<file path="config.mk">
export PLATFORM = sky130hd
export DESIGN_NAME = awb_grayworld
export DESIGN_NICKNAME = d
export VERILOG_FILES = /design/src/rtl/awb_pkg.sv /design/src/rtl/awb_divider.sv /design/src/rtl/awb_grayworld.sv
export SDC_FILE = /design/constraint.sdc
export NUM_CORES = 1
export LEC_CHECK = 0
export CAP_MARGIN = 40
export CORE_UTILIZATION = 63
export DETAILED_ROUTE_END_ITERATION = 8
export PLACE_DENSITY = 0.81
export SLEW_MARGIN = 0
export SYNTH_ARGS = -nofsm -noshare
export SYNTH_HDL_FRONTEND = slang
export SYNTH_SLANG_ARGS = --single-unit
</file>
<file path="constraint.sdc">
create_clock -name clk -period 23.4 [get_ports clk]
set_input_delay 7.02 -clock clk [delete_from_list [all_inputs] [get_ports clk]]
set_output_delay 7.02 -clock clk [all_outputs]
set_load 0.01 [all_outputs]
</file>
<file path="src/rtl/awb_pkg.sv">
// rtl/awb_pkg.sv - shared constants for the gray-world auto-white-balance stage
//
// Purpose: unity gain, output rounding constant and FSM state encodings
//          shared by awb_grayworld and awb_divider.
// Ports:   none (package).

package awb_pkg;

  // Gain value that leaves a channel untouched (1.0 in Q2.8).
  localparam int UNITY_GAIN = 256;

  // Half an LSB of the Q2.8 product, added before truncating back to 8 bits.
  localparam int ROUND_HALF = 128;

  // Gain-update sequencer states.
  localparam logic [1:0] ST_IDLE   = 2'd0;
  localparam logic [1:0] ST_DIV_R  = 2'd1;
  localparam logic [1:0] ST_DIV_B  = 2'd2;
  localparam logic [1:0] ST_UPDATE = 2'd3;

endpackage

</file>
<file path="src/rtl/awb_divider.sv">
// rtl/awb_divider.sv - sequential restoring divider with saturating quotient
//
// Purpose: unsigned num / den, one quotient bit per cycle (NUM_W cycles after
//          the load cycle). The quotient saturates to all-ones at Q_W bits.
//          A zero divisor skips the iteration and returns ZERO_Q one cycle
//          after start.
// Ports:   clk, reset  - clock, asynchronous active-high reset
//          start       - load num/den and begin (ignored while busy)
//          num, den    - dividend (NUM_W) and divisor (DEN_W)
//          busy        - iteration in progress
//          done        - one-cycle pulse, quot valid from this cycle on
//          quot        - saturated quotient, held until the next result

module awb_divider
  import awb_pkg::*;
#(
  parameter int              NUM_W  = 40,
  parameter int              DEN_W  = 32,
  parameter int              Q_W    = 10,
  parameter logic [Q_W-1:0]  ZERO_Q = Q_W'(UNITY_GAIN)
) (
  input  logic             clk,
  input  logic             reset,
  input  logic             start,
  input  logic [NUM_W-1:0] num,
  input  logic [DEN_W-1:0] den,
  output logic             busy,
  output logic             done,
  output logic [Q_W-1:0]   quot
);

  localparam int             CNT_W = $clog2(NUM_W);
  localparam logic [CNT_W-1:0] LAST = CNT_W'(NUM_W - 1);

  logic [NUM_W-1:0] num_sh;
  logic [NUM_W-1:0] q_sh;
  logic [NUM_W-1:0] q_next;
  logic [DEN_W-1:0] den_q;
  logic [DEN_W-1:0] rem;
  logic [DEN_W:0]   rem_sh;
  logic [DEN_W-1:0] diff;
  logic             ge;
  logic [CNT_W-1:0] cnt;

  // The remainder is always < den, so the shifted remainder needs one extra
  // bit for the compare while the difference fits back in DEN_W bits.
  always_comb begin
    rem_sh = {rem, num_sh[NUM_W-1]};
    ge     = (rem_sh >= {1'b0, den_q});
    diff   = rem_sh[DEN_W-1:0] - den_q;
    q_next = {q_sh[NUM_W-2:0], ge};
  end

  always_ff @(posedge clk or posedge reset) begin
    if (reset) begin
      busy   <= 1'b0;
      done   <= 1'b0;
      quot   <= '0;
      num_sh <= '0;
      q_sh   <= '0;
      den_q  <= '0;
      rem    <= '0;
      cnt    <= '0;
    end else begin
      done <= 1'b0;
      if (start && !busy) begin
        if (den == '0) begin
          quot <= ZERO_Q;
          done <= 1'b1;
        end else begin
          busy   <= 1'b1;
          cnt    <= '0;
          num_sh <= num;
          den_q  <= den;
          rem    <= '0;
          q_sh   <= '0;
        end
      end else if (busy) begin
        num_sh <= num_sh << 1;
        rem    <= ge ? diff : rem_sh[DEN_W-1:0];
        q_sh   <= q_next;
        cnt    <= cnt + 1'b1;
        if (cnt == LAST) begin
          busy <= 1'b0;
          done <= 1'b1;
          quot <= (|q_next[NUM_W-1:Q_W]) ? '1 : q_next[Q_W-1:0];
        end
      end
    end
  end

endmodule

</file>
<file path="src/rtl/awb_grayworld.sv">
// rtl/awb_grayworld.sv - gray-world auto-white-balance stage
//
// Purpose: applies Q2.8 R/B gains to the demosaiced RGB stream (2-cycle
//          latency, no stalls), accumulates per-frame channel sums and after
//          each frame computes gainR = (sumG<<FRAC)/sumR and
//          gainB = (sumG<<FRAC)/sumB with one shared sequential divider.
//          Results become pending, and pending gains are committed at each
//          iDone, so frame N statistics apply from frame N+2.
// Ports:   clk, reset      - clock, asynchronous active-high reset
//          iR, iG, iB      - input pixel; iValid qualifier; iDone last pixel
//          iAwbEn          - 1 apply gains, 0 force unity (stats still run)
//          oR, oG, oB      - balanced pixel; oValid/oDone = inputs delayed 2
//          oGainR, oGainB  - active gains (Q2.8)
//          oBusy           - gain computation running
//          oDropped        - sticky, a frame ended while computation was busy

module awb_grayworld
  import awb_pkg::*;
#(
  parameter int ACC_W  = 32,
  parameter int FRAC   = 8,
  parameter int GAIN_W = 10
) (
  input  logic              clk,
  input  logic              reset,
  input  logic [7:0]        iR,
  input  logic [7:0]        iG,
  input  logic [7:0]        iB,
  input  logic              iValid,
  input  logic              iDone,
  input  logic              iAwbEn,
  output logic [7:0]        oR,
  output logic [7:0]        oG,
  output logic [7:0]        oB,
  output logic              oValid,
  output logic              oDone,
  output logic [GAIN_W-1:0] oGainR,
  output logic [GAIN_W-1:0] oGainB,
  output logic              oBusy,
  output logic              oDropped
);

  localparam int                PROD_W = 8 + GAIN_W;
  localparam int                NUM_W  = ACC_W + FRAC;
  localparam logic [GAIN_W-1:0] UNITY  = GAIN_W'(UNITY_GAIN);

  logic [1:0]        state;
  logic [GAIN_W-1:0] act_r, act_b, pend_r, pend_b, res_r;
  logic [GAIN_W-1:0] g_r, g_b;
  logic [ACC_W-1:0]  sum_r, sum_g, sum_b;
  logic [ACC_W-1:0]  nxt_r, nxt_g, nxt_b;
  logic [ACC_W-1:0]  snap_g, snap_b;
  logic [PROD_W-1:0] p1_r, p1_b;
  logic [7:0]        p1_g;
  logic              v1, d1;

  logic              div_start, div_busy, div_done;
  logic [NUM_W-1:0]  div_num;
  logic [ACC_W-1:0]  div_den;
  logic [GAIN_W-1:0] div_quot;

  function automatic logic [7:0] round_sat(input logic [PROD_W-1:0] p);
    logic [PROD_W:0] s;
    s = ({1'b0, p} + (PROD_W + 1)'(ROUND_HALF)) >> FRAC;
    return (|s[PROD_W:8]) ? 8'hFF : s[7:0];
  endfunction

  assign g_r    = iAwbEn ? act_r : UNITY;
  assign g_b    = iAwbEn ? act_b : UNITY;
  assign oGainR = act_r;
  assign oGainB = act_b;
  assign oBusy  = (state == ST_DIV_R) || (state == ST_DIV_B);

  // Running sums including the current pixel; this is also the snapshot
  // value on iDone, since that pixel belongs to the ending frame.
  always_comb begin
    nxt_r = sum_r + (iValid ? ACC_W'(iR) : '0);
    nxt_g = sum_g + (iValid ? ACC_W'(iG) : '0);
    nxt_b = sum_b + (iValid ? ACC_W'(iB) : '0);
  end

  // The R division is started straight from the live sums in the iDone
  // cycle; the B division reuses the latched snapshot once R finishes.
  always_comb begin
    if (state == ST_IDLE) begin
      div_start = iDone;
      div_num   = {nxt_g, {FRAC{1'b0}}};
      div_den   = nxt_r;
    end else begin
      div_start = (state == ST_DIV_R) && div_done;
      div_num   = {snap_g, {FRAC{1'b0}}};
      div_den   = snap_b;
    end
    div_start = div_start && !div_busy;
  end

  awb_divider #(
    .NUM_W  (NUM_W),
    .DEN_W  (ACC_W),
    .Q_W    (GAIN_W),
    .ZERO_Q (UNITY)
  ) u_div (
    .clk   (clk),
    .reset (reset),
    .start (div_start),
    .num   (div_num),
    .den   (div_den),
    .busy  (div_busy),
    .done  (div_done),
    .quot  (div_quot)
  );

  // Statistics, gain commit and update sequencer.
  always_ff @(posedge clk or posedge reset) begin
    if (reset) begin
      state    <= ST_IDLE;
      sum_r    <= '0;
      sum_g    <= '0;
      sum_b    <= '0;
      snap_g   <= '0;
      snap_b   <= '0;
      res_r    <= UNITY;
      pend_r   <= UNITY;
      pend_b   <= UNITY;
      act_r    <= UNITY;
      act_b    <= UNITY;
      oDropped <= 1'b0;
    end else begin
      if (iDone) begin
        sum_r <= '0;
        sum_g <= '0;
        sum_b <= '0;
        act_r <= pend_r;
        act_b <= pend_b;
        if (state != ST_IDLE) oDropped <= 1'b1;
      end else if (iValid) begin
        sum_r <= nxt_r;
        sum_g <= nxt_g;
        sum_b <= nxt_b;
      end

      case (state)
        ST_IDLE: begin
          if (iDone) begin
            snap_g <= nxt_g;
            snap_b <= nxt_b;
            state  <= ST_DIV_R;
          end
        end
        ST_DIV_R: begin
          if (div_done) begin
            res_r <= div_quot;
            state <= ST_DIV_B;
          end
        end
        ST_DIV_B: begin
          if (div_done) state <= ST_UPDATE;
        end
        default: begin
          // The divider holds the B quotient until its next start.
          pend_r <= res_r;
          pend_b <= div_quot;
          state  <= ST_IDLE;
        end
      endcase
    end
  end

  // Two-stage pixel pipeline: multiply, then round and saturate.
  always_ff @(posedge clk or posedge reset) begin
    if (reset) begin
      p1_r   <= '0;
      p1_g   <= '0;
      p1_b   <= '0;
      v1     <= 1'b0;
      d1     <= 1'b0;
      oR     <= '0;
      oG     <= '0;
      oB     <= '0;
      oValid <= 1'b0;
      oDone  <= 1'b0;
    end else begin
      v1     <= iValid;
      d1     <= iDone;
      oValid <= v1;
      oDone  <= d1;
      if (iValid) begin
        p1_r <= PROD_W'(iR) * PROD_W'(g_r);
        p1_b <= PROD_W'(iB) * PROD_W'(g_b);
        p1_g <= iG;
      end
      if (v1) begin
        oR <= round_sat(p1_r);
        oG <= p1_g;
        oB <= round_sat(p1_b);
      end
    end
  end

endmodule
</file>
==> results.toml <==
[clock_tree]
cts_sinks = 424
cts_buffers = 45
cts_hold_buf = 0
ctsResizeCount = 0
cts_tree = "yes"
cts_setup_buffers = 0
htree_num_levels = 2
clock_latency_ns = 0.58
cts-root-buf = "clkbuf_16"
cts.clk_slew.worst_paths_ns = 0.06
cts.path.max_buffers = 3

[grt]
grt_overflow = 0
antenna_found_initial = 1
grt_pass1_vias = 21200
grt_pass1_wl_mm = 106
grt_usage = 0.295
grt_max_degree = 142

[timing]
skew_ns = 0.0272
drv_slew = 0
rsz0062_at_grt = "false"
fmax_ghz = 0.0811
hold_ws_ns = 0.349
hold_viol_final = 0
fin_crit_ns = 12.32
worst_slack_ns = 11.08
setup-tns-final_ns = 0
setup_violations = 0
fin_crit_sh = 0.527
worst_pin_slew_ns = 0.990
slew_headroom = 0.340

[routing]
vias = 20800
drcViolationCount = 0
firstDrtPassIters = 5
drt_wl_total_mm = 63.4
wire_per_inst_um = 18.3
ant_nets = 0
drt-vias-per-instance = 6.00
dr.first_iter.drc_count = 1765

[logic_synthesis]
synthFlopType = "dfrtp_1"
syn-mean-instance-area_um2 = 9.60
synthSimpleGateAreaFrac = 0.168
synth_area_um2 = 27500
synth_fa_ha_area_frac = 0.132
synth_xor_area_frac = 0.0643
synth_top_family_by_area = "simple AND/OR/NAND/NOR gates"
synth_area_leaders = "dfrtp_1 38%, fa_1 7.1%, ha_1 6.1%, nor2_1 4.1%, mux2_2 3.9%"
yosysTopAreaCell = "dfrtp_1"
syn_nets = 3125
yosysMostFrequentCell = "dfrtp_1"
synth_edf_count = 0
synth-seq-cells = 424
netlist.area_leader.share = 0.381
synth_compound_area_frac = 0.114
async_flop_share = 1.00
synth_common_cells = "419 x dfrtp_1, 301 x nor2_1, 195 x inv_1"
synth_cells = 2864
yosys_warnings = 0
yosysUniqueCellTypes = 82
yosysSeqAreaShare = 0.386
muxShareOfSynthArea = 0.0857

[floorplan]
rows = 76
die_area_um2 = 44500
start_util = 0.638
die_w_um = 211
ioPinCount = 77
fp.dieH_um = 211
core_um2 = 43100

[setup_path]
crit_slowest_cell = "buf_4"
worst_ep_arrival_time_ns = 12.77
path_class = "in2reg"
crit_top_cell = "fa_1"
ff2ff_path_depth = 18
crit_path_max_fanout = 141
cp-end-kind = "register"
r2r-start = "oGainR[1]"
r2r-end = "p1_r[16]"
worst-endpoint-required_ns = 23.85
critPathMaxStageDelay_ns = 0.74
rrSetupSlack_ns = 17.81
cp_cell_sequence = "buf_2, buf_4, nand2b_1, and2_1, fa_1, fa_1, fa_1, inv_1, fa_1, inv_1, ha_1, and3_1, a21oi_1, o21ai_0, o41a_1, a21oi_1, o21bai_1, a21o_1, xor2_1, mux2_2"
worst_setup_path_start_kind = "input port"

[placement]
placed_area_um2 = 28700
gp_congestion = 0.974
dp.final_hpwl_mm = 44.2
place_ws_ns = 10.56
io_buffers = 76

[layout]
stdcell_area_um2 = 30100
fillCellCount = 3209
area_delta_synth_final_pct = 9.53
nets = 3116
num_antenna_cells = 0
drive_gt1_frac = 0.0876

[job]
maxCapViolations = 0

[pwr]
vdd_ir_drop_max_mv = 0.118
p_leak_nw = 14.1
power_density_nw_per_um2 = 119
finalPower_mw = 3.58
p_sw_frac = 0.402
power_frac_clock = 0.191
p_sw_mw = 1.44
p_seq_frac = 0.315
comb_power_share = 0.495
p_int_mw = 2.14

[worst_hold_path]
min_delay_path_depth = 0
hp-class = "reg2reg"
hp-start = "d1"
hold_end = "oDone"

[run_status]
run_status = "complete, no violations"
layer usage:
| layer | global-route usage | vias to the layer above | part of all wire |
|---|---|---|---|
| met2 | 0.487 | 537 | 0.49 |
| li1 | - | 9823 | - |
| met1 | 0.401 | 10300 | 0.44 |
| met5 | 0 | - | 0.00024 |
| met3 | 0.0430 | 132 | 0.052 |
| met4 | 0.0970 | 2 | 0.026 |
stage by stage:
stage                     cells  utilization
after floorplan            2864            -
after global placement     3383        0.662
after detailed placement   3393        0.667
after CTS                  3473        0.699
after global routing       3473        0.699
final                      3473        0.699
cell type report:
| cell class | instances | area (um^2) | area share |
|---|---|---|---|
| Clock inverter | 13 | 95.1 | 0.00316 |
| Timing Repair Buffer | 103 | 1090 | 0.0363 |
| Inverter | 195 | 739 | 0.0245 |
| Multi-Input combinational cell | 2086 | 15500 | 0.516 |
| Tap cell | 585 | 732 | 0.0243 |
| Sequential cell | 424 | 10600 | 0.353 |
| Clock buffer | 67 | 1310 | 0.0435 |
critical path: cells and delay by family:
| family | cells | cell delay, ns |
|---|---|---|
| adder cells (fa/ha/maj) | 5 | 2.32 |
| buffers and inverters | 4 | 0.90 |
| XOR/XNOR | 1 | 0.14 |
| AO/OA/AOI/OAI | 6 | 1.30 |
| multiplexers | 1 | 0.26 |
| AND/OR/NAND/NOR | 3 | 0.79 |
cells in the final DEF (no fill, tap or decap), types with 45 or more instances in the layout:
cell type | Yosys | layout
nor2_1 | 301 | 301
nand3_1 | 92 | 92
dfrtp_1 | 419 | 418
clkbuf_16 | 0 | 46
mux2_2 | 95 | 95
xor2_1 | 97 | 97
clkdlybuf4s50_1 | 0 | 73
a21oi_1 | 142 | 142
o21ai_0 | 139 | 139
ha_1 | 134 | 133
fa_1 | 98 | 98
a211oi_1 | 45 | 45
xnor2_1 | 105 | 105
inv_1 | 195 | 194
nand2_1 | 189 | 188
and2_1 | 48 | 48
and3_1 | 149 | 148
mux2i_1 | 100 | 100
state kept, by name, summed over array words and instances, names as in the netlist, 11 cells and up:
name / flops
u_div.q_sh: 39
snap_b: 32
snap_g: 32
sum_b: 32
sum_g: 32
sum_r: 32
u_div.den_q: 32
u_div.num_sh: 32
u_div.rem: 32
p1_b: 11
p1_r: 11
power by group through the flow:
stage	combinational (mW)	sequential, mW	clock, mW
global route	1.99	1.15	0.727
finish	1.77	1.13	0.684
detailed placement	1.76	1.13	0
global placement	1.68	1.12	0
floorplan	1.39	1.06	0
CTS	1.77	1.12	0.699
kinds of logic after synthesis:
logic type | after synthesis
buf+inv | 354
xor+xnor | 202
fa+ha+maj | 232
compound gates | 492
simple gates | 946
mux | 214
flops | 424
how the worst max path moves through the flow:
stage / from / end
after floorplan: reset / d1
after global placement: iAwbEn / p1_r[16]
after detailed placement: iAwbEn / p1_r[16]
after CTS: iAwbEn / p1_r[16]
after global routing: iAwbEn / p1_r[17]
final: iAwbEn / p1_r[16]
No activity file was read; power rests on OpenSTA's default activity.
